<file path="config.mk">
export PLATFORM = sky130hd
export DESIGN_NAME = id_ex_fwd_reg
export DESIGN_NICKNAME = d
export VERILOG_FILES = /design/src/rtl/id_ex_fwd_reg.sv
export SDC_FILE = /design/constraint.sdc
export NUM_CORES = 1
export LEC_CHECK = 0
export BUFFER_PORTS_ARGS = -buffer_cell sky130_fd_sc_hd__buf_2
export CORE_UTILIZATION = 41
export DETAILED_ROUTE_END_ITERATION = 8
export GPL_ROUTABILITY_DRIVEN = 0
export PLACE_DENSITY = 0.79
export SYNTH_ARGS = -nofsm -noshare
export SYNTH_HDL_FRONTEND = slang
export SYNTH_SLANG_ARGS = --single-unit
</file>
<file path="constraint.sdc">
create_clock -name clk -period 1.9 [get_ports clk]
set_input_delay 0.38 -clock clk [delete_from_list [all_inputs] [get_ports clk]]
set_output_delay 0.38 -clock clk [all_outputs]
set_load 0.005 [all_outputs]
</file>
<file path="src/rtl/id_ex_fwd_reg.sv">
// ID/EX pipeline register for the 5-stage RV32 core: captures ID operands/control,
// pre-decodes the EX operand-mux forwarding selects and handles load-use bubbles.
module id_ex_fwd_reg #(
  parameter int DAT_WIDTH  = 32,
  parameter int REG_ADDR_W = 5,
  parameter int ALU_OP_W   = 4
) (
  input  logic                  clk,
  input  logic                  rst_n,

  input  logic                  id_valid,
  input  logic [DAT_WIDTH-1:0]  id_pc,
  input  logic [DAT_WIDTH-1:0]  id_rs1_data,
  input  logic [DAT_WIDTH-1:0]  id_rs2_data,
  input  logic [DAT_WIDTH-1:0]  id_imm,
  input  logic [REG_ADDR_W-1:0] id_rs1,
  input  logic [REG_ADDR_W-1:0] id_rs2,
  input  logic [REG_ADDR_W-1:0] id_rd,
  input  logic                  id_use_rs1,
  input  logic                  id_use_rs2,
  input  logic                  id_reg_write,
  input  logic                  id_mem_read,
  input  logic                  id_mem_write,
  input  logic                  id_alu_src,
  input  logic                  id_mem_to_reg,
  input  logic [ALU_OP_W-1:0]   id_alu_op,

  input  logic                  mem_valid,
  input  logic                  mem_reg_write,
  input  logic [REG_ADDR_W-1:0] mem_rd,

  input  logic                  flush_i,
  input  logic                  hold_i,

  output logic                  ex_valid,
  output logic [DAT_WIDTH-1:0]  ex_pc,
  output logic [DAT_WIDTH-1:0]  ex_rs1_data,
  output logic [DAT_WIDTH-1:0]  ex_rs2_data,
  output logic [DAT_WIDTH-1:0]  ex_imm,
  output logic [REG_ADDR_W-1:0] ex_rs1,
  output logic [REG_ADDR_W-1:0] ex_rs2,
  output logic [REG_ADDR_W-1:0] ex_rd,
  output logic                  ex_reg_write,
  output logic                  ex_mem_read,
  output logic                  ex_mem_write,
  output logic                  ex_alu_src,
  output logic                  ex_mem_to_reg,
  output logic [ALU_OP_W-1:0]   ex_alu_op,
  output logic [1:0]            fwd_a_sel,
  output logic [1:0]            fwd_b_sel,
  output logic                  stall_o
);

  localparam logic [1:0] SEL_REG = 2'b00;
  localparam logic [1:0] SEL_WB  = 2'b01;
  localparam logic [1:0] SEL_MEM = 2'b10;

  logic                  valid_q,     valid_d;
  logic [DAT_WIDTH-1:0]  pc_q,        pc_d;
  logic [DAT_WIDTH-1:0]  rs1_data_q,  rs1_data_d;
  logic [DAT_WIDTH-1:0]  rs2_data_q,  rs2_data_d;
  logic [DAT_WIDTH-1:0]  imm_q,       imm_d;
  logic [REG_ADDR_W-1:0] rs1_q,       rs1_d;
  logic [REG_ADDR_W-1:0] rs2_q,       rs2_d;
  logic [REG_ADDR_W-1:0] rd_q,        rd_d;
  logic                  reg_write_q, reg_write_d;
  logic                  mem_read_q,  mem_read_d;
  logic                  mem_write_q, mem_write_d;
  logic                  alu_src_q,   alu_src_d;
  logic                  mem_to_reg_q, mem_to_reg_d;
  logic [ALU_OP_W-1:0]   alu_op_q,    alu_op_d;
  logic [1:0]            fwd_a_q,     fwd_a_d;
  logic [1:0]            fwd_b_q,     fwd_b_d;

  logic load_use;
  logic ex_fwd_ok;
  logic mem_fwd_ok;
  logic bubble;
  logic [1:0] sel_a;
  logic [1:0] sel_b;

  // A load in EX cannot forward from MEM next cycle; it is caught by load_use instead.
  always_comb begin
    ex_fwd_ok  = valid_q & reg_write_q & ~mem_read_q & (rd_q != '0);
    mem_fwd_ok = mem_valid & mem_reg_write & (mem_rd != '0);

    sel_a = SEL_REG;
    if (ex_fwd_ok && (rd_q == id_rs1))
      sel_a = SEL_MEM;
    else if (mem_fwd_ok && (mem_rd == id_rs1))
      sel_a = SEL_WB;

    sel_b = SEL_REG;
    if (ex_fwd_ok && (rd_q == id_rs2))
      sel_b = SEL_MEM;
    else if (mem_fwd_ok && (mem_rd == id_rs2))
      sel_b = SEL_WB;
  end

  always_comb begin
    load_use = valid_q & mem_read_q & (rd_q != '0) & id_valid &
               ((id_use_rs1 & (id_rs1 == rd_q)) | (id_use_rs2 & (id_rs2 == rd_q)));
    stall_o  = load_use & ~flush_i & ~hold_i;
    bubble   = flush_i | (~hold_i & load_use);
  end

  always_comb begin
    valid_d      = valid_q;
    pc_d         = pc_q;
    rs1_data_d   = rs1_data_q;
    rs2_data_d   = rs2_data_q;
    imm_d        = imm_q;
    rs1_d        = rs1_q;
    rs2_d        = rs2_q;
    rd_d         = rd_q;
    reg_write_d  = reg_write_q;
    mem_read_d   = mem_read_q;
    mem_write_d  = mem_write_q;
    alu_src_d    = alu_src_q;
    mem_to_reg_d = mem_to_reg_q;
    alu_op_d     = alu_op_q;
    fwd_a_d      = fwd_a_q;
    fwd_b_d      = fwd_b_q;

    if (bubble) begin
      valid_d      = 1'b0;
      pc_d         = '0;
      rs1_data_d   = '0;
      rs2_data_d   = '0;
      imm_d        = '0;
      rs1_d        = '0;
      rs2_d        = '0;
      rd_d         = '0;
      reg_write_d  = 1'b0;
      mem_read_d   = 1'b0;
      mem_write_d  = 1'b0;
      alu_src_d    = 1'b0;
      mem_to_reg_d = 1'b0;
      alu_op_d     = '0;
      fwd_a_d      = SEL_REG;
      fwd_b_d      = SEL_REG;
    end else if (!hold_i) begin
      valid_d      = id_valid;
      pc_d         = id_pc;
      rs1_data_d   = id_rs1_data;
      rs2_data_d   = id_rs2_data;
      imm_d        = id_imm;
      rs1_d        = id_rs1;
      rs2_d        = id_rs2;
      rd_d         = id_rd;
      reg_write_d  = id_reg_write;
      mem_read_d   = id_mem_read;
      mem_write_d  = id_mem_write;
      alu_src_d    = id_alu_src;
      mem_to_reg_d = id_mem_to_reg;
      alu_op_d     = id_alu_op;
      fwd_a_d      = sel_a;
      fwd_b_d      = sel_b;
    end
  end

  always_ff @(posedge clk or negedge rst_n) begin
    if (!rst_n) begin
      valid_q      <= 1'b0;
      pc_q         <= '0;
      rs1_data_q   <= '0;
      rs2_data_q   <= '0;
      imm_q        <= '0;
      rs1_q        <= '0;
      rs2_q        <= '0;
      rd_q         <= '0;
      reg_write_q  <= 1'b0;
      mem_read_q   <= 1'b0;
      mem_write_q  <= 1'b0;
      alu_src_q    <= 1'b0;
      mem_to_reg_q <= 1'b0;
      alu_op_q     <= '0;
      fwd_a_q      <= SEL_REG;
      fwd_b_q      <= SEL_REG;
    end else begin
      valid_q      <= valid_d;
      pc_q         <= pc_d;
      rs1_data_q   <= rs1_data_d;
      rs2_data_q   <= rs2_data_d;
      imm_q        <= imm_d;
      rs1_q        <= rs1_d;
      rs2_q        <= rs2_d;
      rd_q         <= rd_d;
      reg_write_q  <= reg_write_d;
      mem_read_q   <= mem_read_d;
      mem_write_q  <= mem_write_d;
      alu_src_q    <= alu_src_d;
      mem_to_reg_q <= mem_to_reg_d;
      alu_op_q     <= alu_op_d;
      fwd_a_q      <= fwd_a_d;
      fwd_b_q      <= fwd_b_d;
    end
  end

  assign ex_valid      = valid_q;
  assign ex_pc         = pc_q;
  assign ex_rs1_data   = rs1_data_q;
  assign ex_rs2_data   = rs2_data_q;
  assign ex_imm        = imm_q;
  assign ex_rs1        = rs1_q;
  assign ex_rs2        = rs2_q;
  assign ex_rd         = rd_q;
  assign ex_reg_write  = reg_write_q;
  assign ex_mem_read   = mem_read_q;
  assign ex_mem_write  = mem_write_q;
  assign ex_alu_src    = alu_src_q;
  assign ex_mem_to_reg = mem_to_reg_q;
  assign ex_alu_op     = alu_op_q;
  assign fwd_a_sel     = fwd_a_q;
  assign fwd_b_sel     = fwd_b_q;

endmodule

</file>
==> results.py <==
metrics = {
    "logic_synthesis": {
        "ys_seq_area_frac": 0.630,
        "synthMuxAreaShare": 0,
        "yosys.area_share.simple": 0.0373,
        "synth_area_sq_um": 6230,
        "ys_top_cells_by_area": "dfrtp_1 (63%), a32o_1 (22%), buf_6 (2.5%)",
        "ys_seq_elements": 157,
        "syn_area_per_cell_sq_um": 14.3,
        "yosysTopAreaCellShare": 0.630,
        "yosysTopAreaCell": "dfrtp_1",
        "yosysUniqueCellTypes": 25,
        "synth-xor-area-share": 0.0281,
        "syn-num-nets": 601,
        "synth_compound_area_frac": 0.254,
        "synthCells": 435,
        "synth_fa_ha_area_frac": 0,
        "yosys_warnings": 0,
        "synth_top_family_by_area": "compound AO/OA/AOI/OAI gates",
    },
    "clock_tree": {
        "path_clk_slew_ns": 0.06,
        "cts_root_buffer": "clkbuf_16",
        "cts_tree": "built",
        "htree_levels": 4,
        "clock_tree.buffer_depth": 2,
        "cts_made_buffers": 17,
        "clock_latency_ns": 0.42,
        "cts.sinks": 157,
    },
    "job": {
        "max_cap_viol_count": 0,
    },
    "floorplan": {
        "ioPinCount": 324,
        "start_util": 0.424,
        "dieHeight_um": 125,
        "core_area_sq_um": 14700,
        "dieArea_sq_um": 15700,
        "die_w_um": 125,
        "num_rows": 44,
    },
    "global_routing": {
        "grt_usage": 0.262,
        "grt_overflow": 0,
        "grt_pass1_wl_um": 31400,
        "first_global_vias": 5863,
        "antenna_found_initial": 0,
        "grt_max_degree": 143,
    },
    "sta": {
        "worst_pin_slew_ns": 0.719,
        "fmax_mhz": 399,
        "fin_skew_ns": 0.00852,
        "period_share": 1.32,
        "setup_ws_ns": -0.607,
        "setup_viol_count_final": 157,
        "finalCriticalPeriod_ns": 2.51,
        "slew-limit-headroom": 0.520,
        "finalHoldViolCount": 0,
        "drv_slew": 0,
        "rsz0062_at_grt": "yes",
        "tns_ns": -82.70,
    },
    "power_and_ir_drop": {
        "peakVddDrop_v": 0.000761,
        "p_comb_frac": 0.115,
        "intPower_mw": 6.35,
        "switchingPower_mw": 1.91,
        "p_leak_nw": 4.93,
        "netSwitchingFraction": 0.232,
        "p_per_area_nw_per_um2": 872,
        "p_clk_frac": 0.445,
        "power_frac_seq": 0.440,
    },
    "drt": {
        "drc": 22,
        "antenna_left": 0,
        "drt_wl_total_um": 20400,
        "drtIter0Drc": 508,
        "routed_via_density": 5.85,
        "wl_per_cell_um": 20.8,
        "via_count": 5757,
        "dr.pass1.iters": 7,
    },
    "layout": {
        "regArea_sq_um": 3930,
        "multi_input_area_sq_um": 2030,
        "fillCellCount": 1155,
        "antenna_cells": 0,
        "fin_area_sq_um": 9470,
        "drive_gt1_frac": 0.539,
        "final_nets": 955,
        "final_cells": 984,
        "area_growth_pct": 51.9,
    },
    "place": {
        "dp.cells": 921,
        "place_area_sq_um": 8130,
        "io_buffers": 323,
        "dp_hpwl_um": 12200,
    },
    "worst_setup_path": {
        "cp_data_arrival_time_ns": 2.13,
        "end_kind": "output port",
        "crit_chain": "xor2_1 > nor3_2 > nand3_1 > a2111o_2 > nor2_4 > buf_6",
        "worst_setup_path_start_kind": "flip-flop",
        "timing.rr.start": "ex_rd[1]",
        "crit_family": "compound AO/OA/AOI/OAI gates",
        "rr_endpoint": "ex_imm[6]",
        "crit_required_ns": 1.52,
        "cp.buffers_inverters": 1,
        "worstRegToRegCells": 9,
        "crit_fanout": 4,
        "cpPeakStageDelay_ns": 0.52,
        "r2r_setup_slack_ns": -0.58,
        "critPathSlowestCell": "a2111o_2",
        "path_class": "reg2out",
    },
    "status": {
        "violations": "design-rule violations, negative setup slack",
        "status": "finished, violations left",
    },
    "min_path": {
        "holdPathEnd": "ex_rd[2]",
        "hold_class": "in2reg",
        "holdPathStages": 2,
        "min_from": "id_rd[2]",
    },
}
-- logic make-up (layout without fill, tap and decap cells) --
logic type | count (synthesis) | after routing
AOI/OAI and AO/OA | 161 | 161
xor gates and xnor gates | 20 | 20
buffers and inverters | 54 | 419
DFF | 157 | 157
and+or+nand+nor | 43 | 43
-- power by group through the flow --
| stage | sequential [mW] | combinational (mW) | clock [mW] |
|---|---|---|---|
| 2_1_floorplan | 3.70 | 0.320 | 0 |
| 3_3_place_gp | 3.68 | 0.907 | 0 |
| 3_5_place_dp | 3.69 | 0.922 | 0 |
| 4_1_cts | 3.63 | 0.948 | 3.72 |
| 5_1_grt | 3.65 | 1.03 | 3.86 |
| 6_report | 3.63 | 0.953 | 3.67 |
-- worst register-to-register path, delay by kind of cell, from the launching register on --
family                 cells  cell delay (ns)
AO/OA/AOI/OAI              2             0.74
buffers and inverters      4             0.66
flip-flops                 1             0.44
AND/OR/NAND/NOR            2             0.37
XOR/XNOR                   1             0.16
-- cell usage in the layout (no fill, tap or decap), types with 3 or more instances in the layout --
cell type / Yosys / final
buf_4: 1 / 33
buf_16: 0 / 13
a31o_2: 5 / 5
xor2_1: 14 / 13
clkbuf_16: 0 / 18
a22o_1: 11 / 11
nor2_1: 11 / 8
dfrtp_1: 157 / 154
a32o_1: 139 / 139
nor3b_1: 11 / 11
nand3_1: 6 / 5
clkinv_4: 0 / 3
buf_6: 14 / 4
buf_12: 0 / 11
bufinv_16: 0 / 5
nand2_1: 8 / 8
dfrtp_2: 0 / 3
bufbuf_16: 0 / 4
buf_2: 2 / 321
clkbuf_1: 36 / 3
xnor2_1: 6 / 6
-- worst max-delay path by stage --
| stage | startpoint | to | slack, ns | cells past startpoint |
|---|---|---|---|---|
| after global placement | id_rs1[3] | ex_rs1_data[9] | -0.38 | 7 |
| after detailed placement | id_rs1[3] | ex_imm[23] | -0.43 | 7 |
| after floorplan | ex_rd[3] | stall_o | -0.17 | 7 |
| final | ex_rd[1] | stall_o | -0.61 | 6 |
| after global routing | ex_rd[4] | stall_o | -0.67 | 6 |
| after CTS | ex_rd[1] | stall_o | -0.60 | 6 |
-- Yosys cell counts --
| library cell | count |
|---|---|
| dfrtp_1 | 157 |
| a32o_1 | 139 |
| clkbuf_1 | 36 |
| buf_6 | 14 |
| xor2_1 | 14 |
| a22o_1 | 11 |
| nor2_1 | 11 |
| nor3b_1 | 11 |
| nand2_1 | 8 |
| nand3_1 | 6 |
| xnor2_1 | 6 |
| a31o_2 | 5 |
| buf_2 | 2 |
| nor4_1 | 2 |
| o21a_1 | 2 |
| or4_1 | 2 |
| a2111o_1 | 1 |
| buf_4 | 1 |
| inv_1 | 1 |
| nor2b_1 | 1 |
| nor3_1 | 1 |
| nor3_2 | 1 |
| o2111a_1 | 1 |
| o2111ai_1 | 1 |
| o21ai_0 | 1 |
-- layout make-up --
class	instances	area share
sequential	157	0.415
timing repair buffer	388	0.279
inverter	1	0.000396
multi-input combinational	224	0.215
tap	184	0.0243
clock inverter	10	0.0201
clock buffer	20	0.0461
-- stage by stage --
step	setup WS, ns	util	hold WS (ns)	total power [mW]
2_1_floorplan	-0.169	-	0.0844	4.02
3_3_place_gp	-0.378	0.553	0.366	4.59
3_5_place_dp	-0.426	0.553	0.364	4.61
4_1_cts	-0.595	0.633	0.173	8.30
5_1_grt	-0.671	0.644	0.177	8.55
6_report	-0.607	0.644	0.195	8.26
-- routing by layer --
layer,vias to the layer above,track usage,wire length [um]
met5,-,0,0
met4,0,0.113,568
met3,54,0.0937,1930
met2,335,0.444,10300
met1,2886,0.299,7590
li1,2482,-,-
-- repair_timing --
item / in CTS / in global routing
gates cloned: 14 / 1
resized for setup: 22 / 4
setup endpoints to repair: 156 / 157
endpoints found under the hold margin: 45 / 0
pin swaps: 5 / 2
hold buffers: 1 / 0
setup buffers: 11 / 6
(Power assumes the default switching activity.)
